[config.mk]
export PLATFORM = sky130hd
export DESIGN_NAME = pad_out_serializer
export DESIGN_NICKNAME = d
export VERILOG_FILES = /design/src/rtl/out_ser_pkg.sv /design/src/rtl/pad_out_shreg.sv /design/src/rtl/pad_out_serializer.sv
export SDC_FILE = /design/constraint.sdc
export NUM_CORES = 1
export LEC_CHECK = 0
export CAP_MARGIN = 40
export CORE_ASPECT_RATIO = 1.4
export CORE_MARGIN = 4
export CORE_UTILIZATION = 46
export CTS_CLUSTER_DIAMETER = 120
export DETAILED_ROUTE_END_ITERATION = 7
export PLACE_DENSITY = 0.85
export SYNTH_ARGS = -nofsm -noshare
export SYNTH_HDL_FRONTEND = slang
export SYNTH_SLANG_ARGS = --single-unit
[constraint.sdc]
create_clock -name clk -period 1.45 [get_ports clk]
set_clock_uncertainty 0.2 [all_clocks]
set_input_delay 0.29 -clock clk [delete_from_list [all_inputs] [get_ports clk]]
set_output_delay 0.29 -clock clk [all_outputs]
set_load 0.02 [all_outputs]
[src/rtl/out_ser_pkg.sv]
// Shared types and sizing helpers for the pad output serializer.
// Optional pad parity output is enabled with `define OUT_SER_PARITY_EN.
package out_ser_pkg;

    typedef enum logic {
        IDLE  = 1'b0,
        SHIFT = 1'b1
    } state_e;

    function automatic int beats(input int word_w, input int pad_w);
        return word_w / pad_w;
    endfunction

    function automatic int cnt_w(input int nbeats);
        return (nbeats > 1) ? $clog2(nbeats) : 1;
    endfunction

endpackage

[src/rtl/pad_out_shreg.sv]
// Loadable left-shift register stepping PAD_W bits per shift.
// The top PAD_W bits are always the next beat to go out.
module pad_out_shreg #(
    parameter int WORD_W = 16,
    parameter int PAD_W  = 4
) (
    input  logic              clk,
    input  logic              rst_n,
    input  logic              load_i,
    input  logic              shift_i,
    input  logic [WORD_W-1:0] data_i,
    output logic [PAD_W-1:0]  msb_o
);

    logic [WORD_W-1:0] sh_q;

    // Load wins over shift so a new word can replace the last beat.
    always_ff @(posedge clk or negedge rst_n) begin
        if (!rst_n) begin
            sh_q <= '0;
        end else if (load_i) begin
            sh_q <= data_i;
        end else if (shift_i) begin
            sh_q <= sh_q << PAD_W;
        end
    end

    assign msb_o = sh_q[WORD_W-1 -: PAD_W];

endmodule

[src/rtl/pad_out_serializer.sv]
// Word-to-pad serializer: MSB-first PAD_W-bit beats with word-start marker.
// Define OUT_SER_PARITY_EN to add the registered pad_parity output.
module pad_out_serializer
    import out_ser_pkg::*;
#(
    parameter int WORD_W = 16,
    parameter int PAD_W  = 4
) (
    input  logic              clk,
    input  logic              rst_n,
    input  logic [WORD_W-1:0] in_data,
    input  logic              in_valid,
    output logic              in_ready,
    input  logic              pad_stall,
    output logic [PAD_W-1:0]  pad_data,
    output logic              pad_valid,
    output logic              pad_first,
    output logic              busy
`ifdef OUT_SER_PARITY_EN
    ,
    output logic              pad_parity
`endif
);

    localparam int BEATS = beats(WORD_W, PAD_W);
    localparam int CW    = cnt_w(BEATS);
    localparam logic [CW-1:0] LAST = CW'(BEATS - 1);

    if (WORD_W % PAD_W != 0) begin : g_bad_param
        $error("pad_out_serializer: WORD_W must be a multiple of PAD_W");
    end

    state_e            state_q, state_d;
    logic [CW-1:0]     cnt_q, cnt_d;
    logic [PAD_W-1:0]  pad_data_q, pad_data_d;
    logic              pad_valid_q, pad_valid_d;
    logic              pad_first_q, pad_first_d;
    logic [PAD_W-1:0]  beat;
    logic              load, shift;
`ifdef OUT_SER_PARITY_EN
    logic              par_q, par_d;
`endif

    pad_out_shreg #(
        .WORD_W (WORD_W),
        .PAD_W  (PAD_W)
    ) u_shreg (
        .clk     (clk),
        .rst_n   (rst_n),
        .load_i  (load),
        .shift_i (shift),
        .data_i  (in_data),
        .msb_o   (beat)
    );

    always_comb begin
        state_d     = state_q;
        cnt_d       = cnt_q;
        pad_data_d  = pad_data_q;
        pad_valid_d = pad_valid_q;
        pad_first_d = pad_first_q;
        in_ready    = 1'b0;
        load        = 1'b0;
        shift       = 1'b0;
`ifdef OUT_SER_PARITY_EN
        par_d       = par_q;
`endif
        unique case (state_q)
            IDLE: begin
                in_ready    = 1'b1;
                pad_valid_d = 1'b0;
                pad_first_d = 1'b0;
                if (in_valid) begin
                    load    = 1'b1;
                    cnt_d   = '0;
                    state_d = SHIFT;
                end
            end
            SHIFT: begin
                if (!pad_stall) begin
                    shift       = 1'b1;
                    pad_data_d  = beat;
                    pad_valid_d = 1'b1;
                    pad_first_d = (cnt_q == '0);
`ifdef OUT_SER_PARITY_EN
                    par_d       = ^beat;
`endif
                    // Accepting on the last beat keeps back-to-back words gapless.
                    if (cnt_q == LAST) begin
                        in_ready = 1'b1;
                        if (in_valid) begin
                            load  = 1'b1;
                            cnt_d = '0;
                        end else begin
                            state_d = IDLE;
                        end
                    end else begin
                        cnt_d = cnt_q + 1'b1;
                    end
                end
            end
            default: ;
        endcase
    end

    always_ff @(posedge clk or negedge rst_n) begin
        if (!rst_n) begin
            state_q     <= IDLE;
            cnt_q       <= '0;
            pad_data_q  <= '0;
            pad_valid_q <= 1'b0;
            pad_first_q <= 1'b0;
        end else begin
            state_q     <= state_d;
            cnt_q       <= cnt_d;
            pad_data_q  <= pad_data_d;
            pad_valid_q <= pad_valid_d;
            pad_first_q <= pad_first_d;
        end
    end

`ifdef OUT_SER_PARITY_EN
    always_ff @(posedge clk or negedge rst_n) begin
        if (!rst_n) begin
            par_q <= 1'b0;
        end else begin
            par_q <= par_d;
        end
    end

    assign pad_parity = par_q;
`endif

    assign pad_data  = pad_data_q;
    assign pad_valid = pad_valid_q;
    assign pad_first = pad_first_q;
    assign busy      = (state_q == SHIFT);

endmodule

Word-level counts from Yosys, hierarchy flattened

Index checks and enable logic that the tools add are counted.

Bits in registers: 25
Input bits: 20
Logic and storage cells: 36

$add $sub $neg: 1
Equal/unequal tests: 2
Muxes and demuxes: 22
Bitwise gates (word level): 2
Reductions and logical operators: 3

Operators with widths:

| kind                                                          | count |
|---|---|
| 16-bit 2-to-1 mux                                             | 2 |
| 1-bit 2-to-1 mux                                              | 11 |
| 1-bit case mux with 2 select lines                            | 5 |
| 2-bit 2-to-1 mux                                              | 3 |
| 2-bit case mux with 2 select lines                            | 1 |
| 2-bit by 1-bit adder with 2-bit output, second input constant | 1 |
| 2-bit equality test, second input constant                    | 1 |
| 2-bit zero test                                               | 1 |
| 2-bit != test, second input constant                          | 1 |
| 1-bit NOT                                                     | 2 |
| 2-bit AND reduction                                           | 1 |
| 2-bit nonzero test                                            | 1 |

Longest topological paths before layout

Depth after elaboration: 5
Mapped depth: 5
Gate-level depth less buffers: 4

By module

A second synthesis with hierarchy kept.

Cells, all modules: 114
Area, all modules: 1249.9 µm²

By module, submodules not included:

| module             | instances | cells each | area an instance (µm²) |
|---|---|---|---|
| pad_out_shreg      | 1         | 73         | 769.5 |
| pad_out_serializer | 1         | 41         | 480.5 |

Worst setup path before layout

Ideal clock, no wire load.

Kind: reg2out
From: reg cnt_q[1]
To: out in_ready
Data arrival time: 1139 ps
Data required time: 960 ps
Setup slack: -179 ps
Stages on the path, launching flop included: 4
Path buffers: 0
Cells stage by stage: dfrtp_1 -> ha_1 -> inv_1 -> o21ai_0

Word-level cells in the longest chain between the ends: 4

RTL lines:

| element                            | line                      | RTL |
|---|---|---|
| start, declared                    | pad_out_serializer.sv:34  | `logic [CW-1:0] cnt_q, cnt_d;` |
| start signal, assigned             | pad_out_serializer.sv:115 | `cnt_q <= cnt_d;` |
| 2-bit equality test                | pad_out_serializer.sv:89  | `if (cnt_q == LAST) begin` |
| 1-bit 2-to-1 mux                   | pad_out_serializer.sv:89  |  |
| 1-bit 2-to-1 mux                   | pad_out_serializer.sv:80  | `if (!pad_stall) begin` |
| 1-bit case mux with 2 select lines | pad_out_serializer.sv:68  | `unique case (state_q)` |
| end, declared                      | pad_out_serializer.sv:13  | `output logic in_ready,` |

Every way passes these cells.

Final worst setup path

From: reg cnt_q[0]
To: out in_ready

The elaborated chain is that of the path after synthesis.

==> run_results.csv <==
group,metric,value,unit
synth,syn_avg_cell_area,11.6,sq um
power_and_ir_drop,p_total,3.39,mW
die,rows,23,
worst_hold_path,hold_path.class,"in2async",
worst_setup_path,critical_path_class,"reg2out",
synth,synth_nets,147,
detailed_routing,postRouteAntennaNets,0,
die,start_util,49.5,%
synth,synth_area_leader_cell,"dfrtp_1",
sta,setup_tns,-1.35,ns
detailed_routing,wl_per_cell,18.5,um
placed_design,gp_congestion,0.734,
sta,fin_crit_sh,115,%
clocking,clkLatencyLatePin,0.28,ns
detailed_routing,wl,3990,um
die,dieHeight,74.5,um
sta,final-max-slew-violation-count,0,
grt,grt_first_pass_wirelength,6700,um
worst_setup_path,crit_path_end_kind,"primary output",
placed_design,place_hpwl,2450,um
worst_setup_path,start_kind,"flip-flop",
placed_design,placed_cell_area,1860,sq um
die,chipWidth,55.5,um
placed_design,placedCellCount,198,
detailed_routing,drc,0,
synth,synth_edf_count,0,
worst_setup_path,required,0.96,ns
power_and_ir_drop,peakVddDrop,1430,uV
grt,use_met3,3.65,%
finish,syn2layout_area_growth,46.3,%
sta,setup_viol,23,
grt,antenna_found_initial,0,
sta,period_needed,1.66,ns
clocking,clockBufferDepth,2,
synth,netlist_instances,125,
detailed_routing,detail_route.first_pass.iterations,4,
power_and_ir_drop,powerDensity,1600,nW/um^2
detailed_routing,viasPerCell,5.97,
grt,gr-total-overflow,0,
grt,use_met2,39.6,%
finish,fin_cells,215,
synth,yosysSeqAreaShare,43.1,%
grt,grt_pass1_vias,1397,
power_and_ir_drop,power_leakage,0.983,nW
finish,drive_gt1_share,41.0,%
detailed_routing,vias,1283,
synth,synth_flop_cell,"dfrtp_1",
finish,post-route-util,72.4,%
sta,finalWorstSetupSlack,-0.213,ns
finish,final_area,2120,sq um
clocking,cts-hold-fix-buffers,0,
finish,diodes,0,
job,maxCapViolations,0,
sta,worst_pin_slew,0.222,ns
worst_setup_path,crit_chain,"ha_4, inv_2, o21ai_2, buf_6",
clocking,clock-sinks,25,
synth,synthArstFlopShare,100,%
synth,synth_cell_types,27,
worst_setup_path,critPathTopFamily,"flip-flops",
die,coreArea,2940,sq um
synth,synth.cell_area,1450,sq um
die,die_area,4130,sq um
sta,max_freq,601,MHz
synth,ys_top_cells_by_area,"dfrtp_1 43%, mux2_2 10%, mux2i_1 9.0%",
synth,netlist.area_leader.share,43.1,%
die,io_pins,28,
grt,grt_usage,20.8,%
sta,final_hold_viol_count,0,
worst_setup_path,worstPathMaxFanout,2,
placed_design,portBuffers,27,
sta,rsz0062_at_grt,"yes",
detailed_routing,drtIter0Drc,35,
finish,nNetsFinal,201,
worst_setup_path,cp_num_cells,4,
worst_setup_path,reg2reg_depth,6,
clocking,cts_root_buf,"clkbuf_8",
clocking,numCtsBuffers,3,
worst_setup_path,crit_slowest_cell,"dfrtp_1",
synth,ys_ff_latch,25,
status,violations,"setup timing",
grt,grt_max_degree,26,
clocking,clkTransAtPathRegs,0.09,ns
clocking,htree_levels,1,
clocking,cts_tree,"built",
status,status,"finished, violations left",
grt,use_met1,22.8,%
worst_setup_path,critPathBufInv,2,
worst_setup_path,crit_arrival,1.17,ns
synth,yosysWarnings,0,
sta,max_slew_margin,85.2,%
worst_setup_path,slowest_delay,0.40,ns
grt,top_usage_layer,"met2",
## synthesized netlist by cell type, types with 3 or more instances
library cell	count
nand2_1	3
or2b_1	3
nand2b_1	6
o221a_2	3
o22ai_1	8
a21oi_1	9
o32a_1	4
mux2_4	3
a22o_1	3
dfrtp_1	25
inv_1	3
o21ai_0	5
a32oi_1	4
buf_6	3
mux2_2	13
buf_4	4
mux2i_1	13
## what timing repair did
| action | 4_1_cts | 5_1_grt |
|---|---|---|
| pin swaps | 7 | 7 |
| cloned | 2 | 0 |
| setup endpoints to repair | 30 | 28 |
| gates resized for setup | 57 | 13 |
| setup buffers | 12 | 4 |
## metal layers
metal | part of all wire (%) | wire length [um] | up-vias
met2 | 54 | 2160 | 50
met3 | 5.7 | 226 | 12
li1 | - | - | 583
met5 | 0 | 0 | -
met1 | 37 | 1490 | 638
met4 | 2.8 | 110 | 0
## cell usage in the layout (no fill, tap or decap), types with 4 or more instances in the layout
cell type        count
a21oi_1              9
a32oi_1              4
buf_2                4
buf_4               16
buf_6               12
clkdlybuf4s50_1     17
dfrtp_1             24
mux2_2               8
mux2_4               8
mux2i_1             13
nand2b_1             6
o21ai_1              4
o22ai_1              8
o32a_1               4
## layout make-up
class	instances	area, sq um
multi-input cells	87	808
well taps	37	46.3
flip-flops and latches	25	627
fillers	206	811
clock buffers	4	45.0
inverters	4	20.0
repair buffers	58	578
## logic make-up after synthesis
kind of cell,synth area share (%)
muxes,22.1
buffers and inverters,6.12
adders and majority gates,1.72
and+or+nand+nor,7.58
DFF,43.1
AOI/OAI and AO/OA,19.4
## worst paths after layout
| check | start | to | slack (ns) |
|---|---|---|---|
| max in group asynchronous | rst_n | busy | 0.73 |
| worst min register to register | pad_valid | pad_valid | 0.32 |
| worst max-delay path | cnt_q[0] | in_ready | -0.21 |
| min in group clk | in_valid | busy | 0.27 |
| worst min-delay path | rst_n | u_shreg.sh_q[2] | 0.16 |
| worst max register to register | cnt_q[0] | u_shreg.sh_q[9] | -0.10 |
## metrics by stage
stage               hold slack, ns  worst slack (ns)
global route                 0.181            -0.258
finish                       0.159            -0.213
CTS                          0.172            -0.219
floorplan                   -0.206           -0.0293
detailed placement           0.299            -0.574
global placement             0.266            -0.558
## state kept, by name, indices dropped and copies added (netlist names)
signal	count
cnt_q	2
u_shreg.sh_q	16
pad_valid	1
busy	1
pad_first	1
pad_data	4
## power breakdown
group	total, mW	switching [mW]	internal [mW]
clock	0.437	0.240	0.198
combinational	1.74	0.750	0.986
sequential	1.22	0.229	0.987
Power figures use the tool's default switching activity.
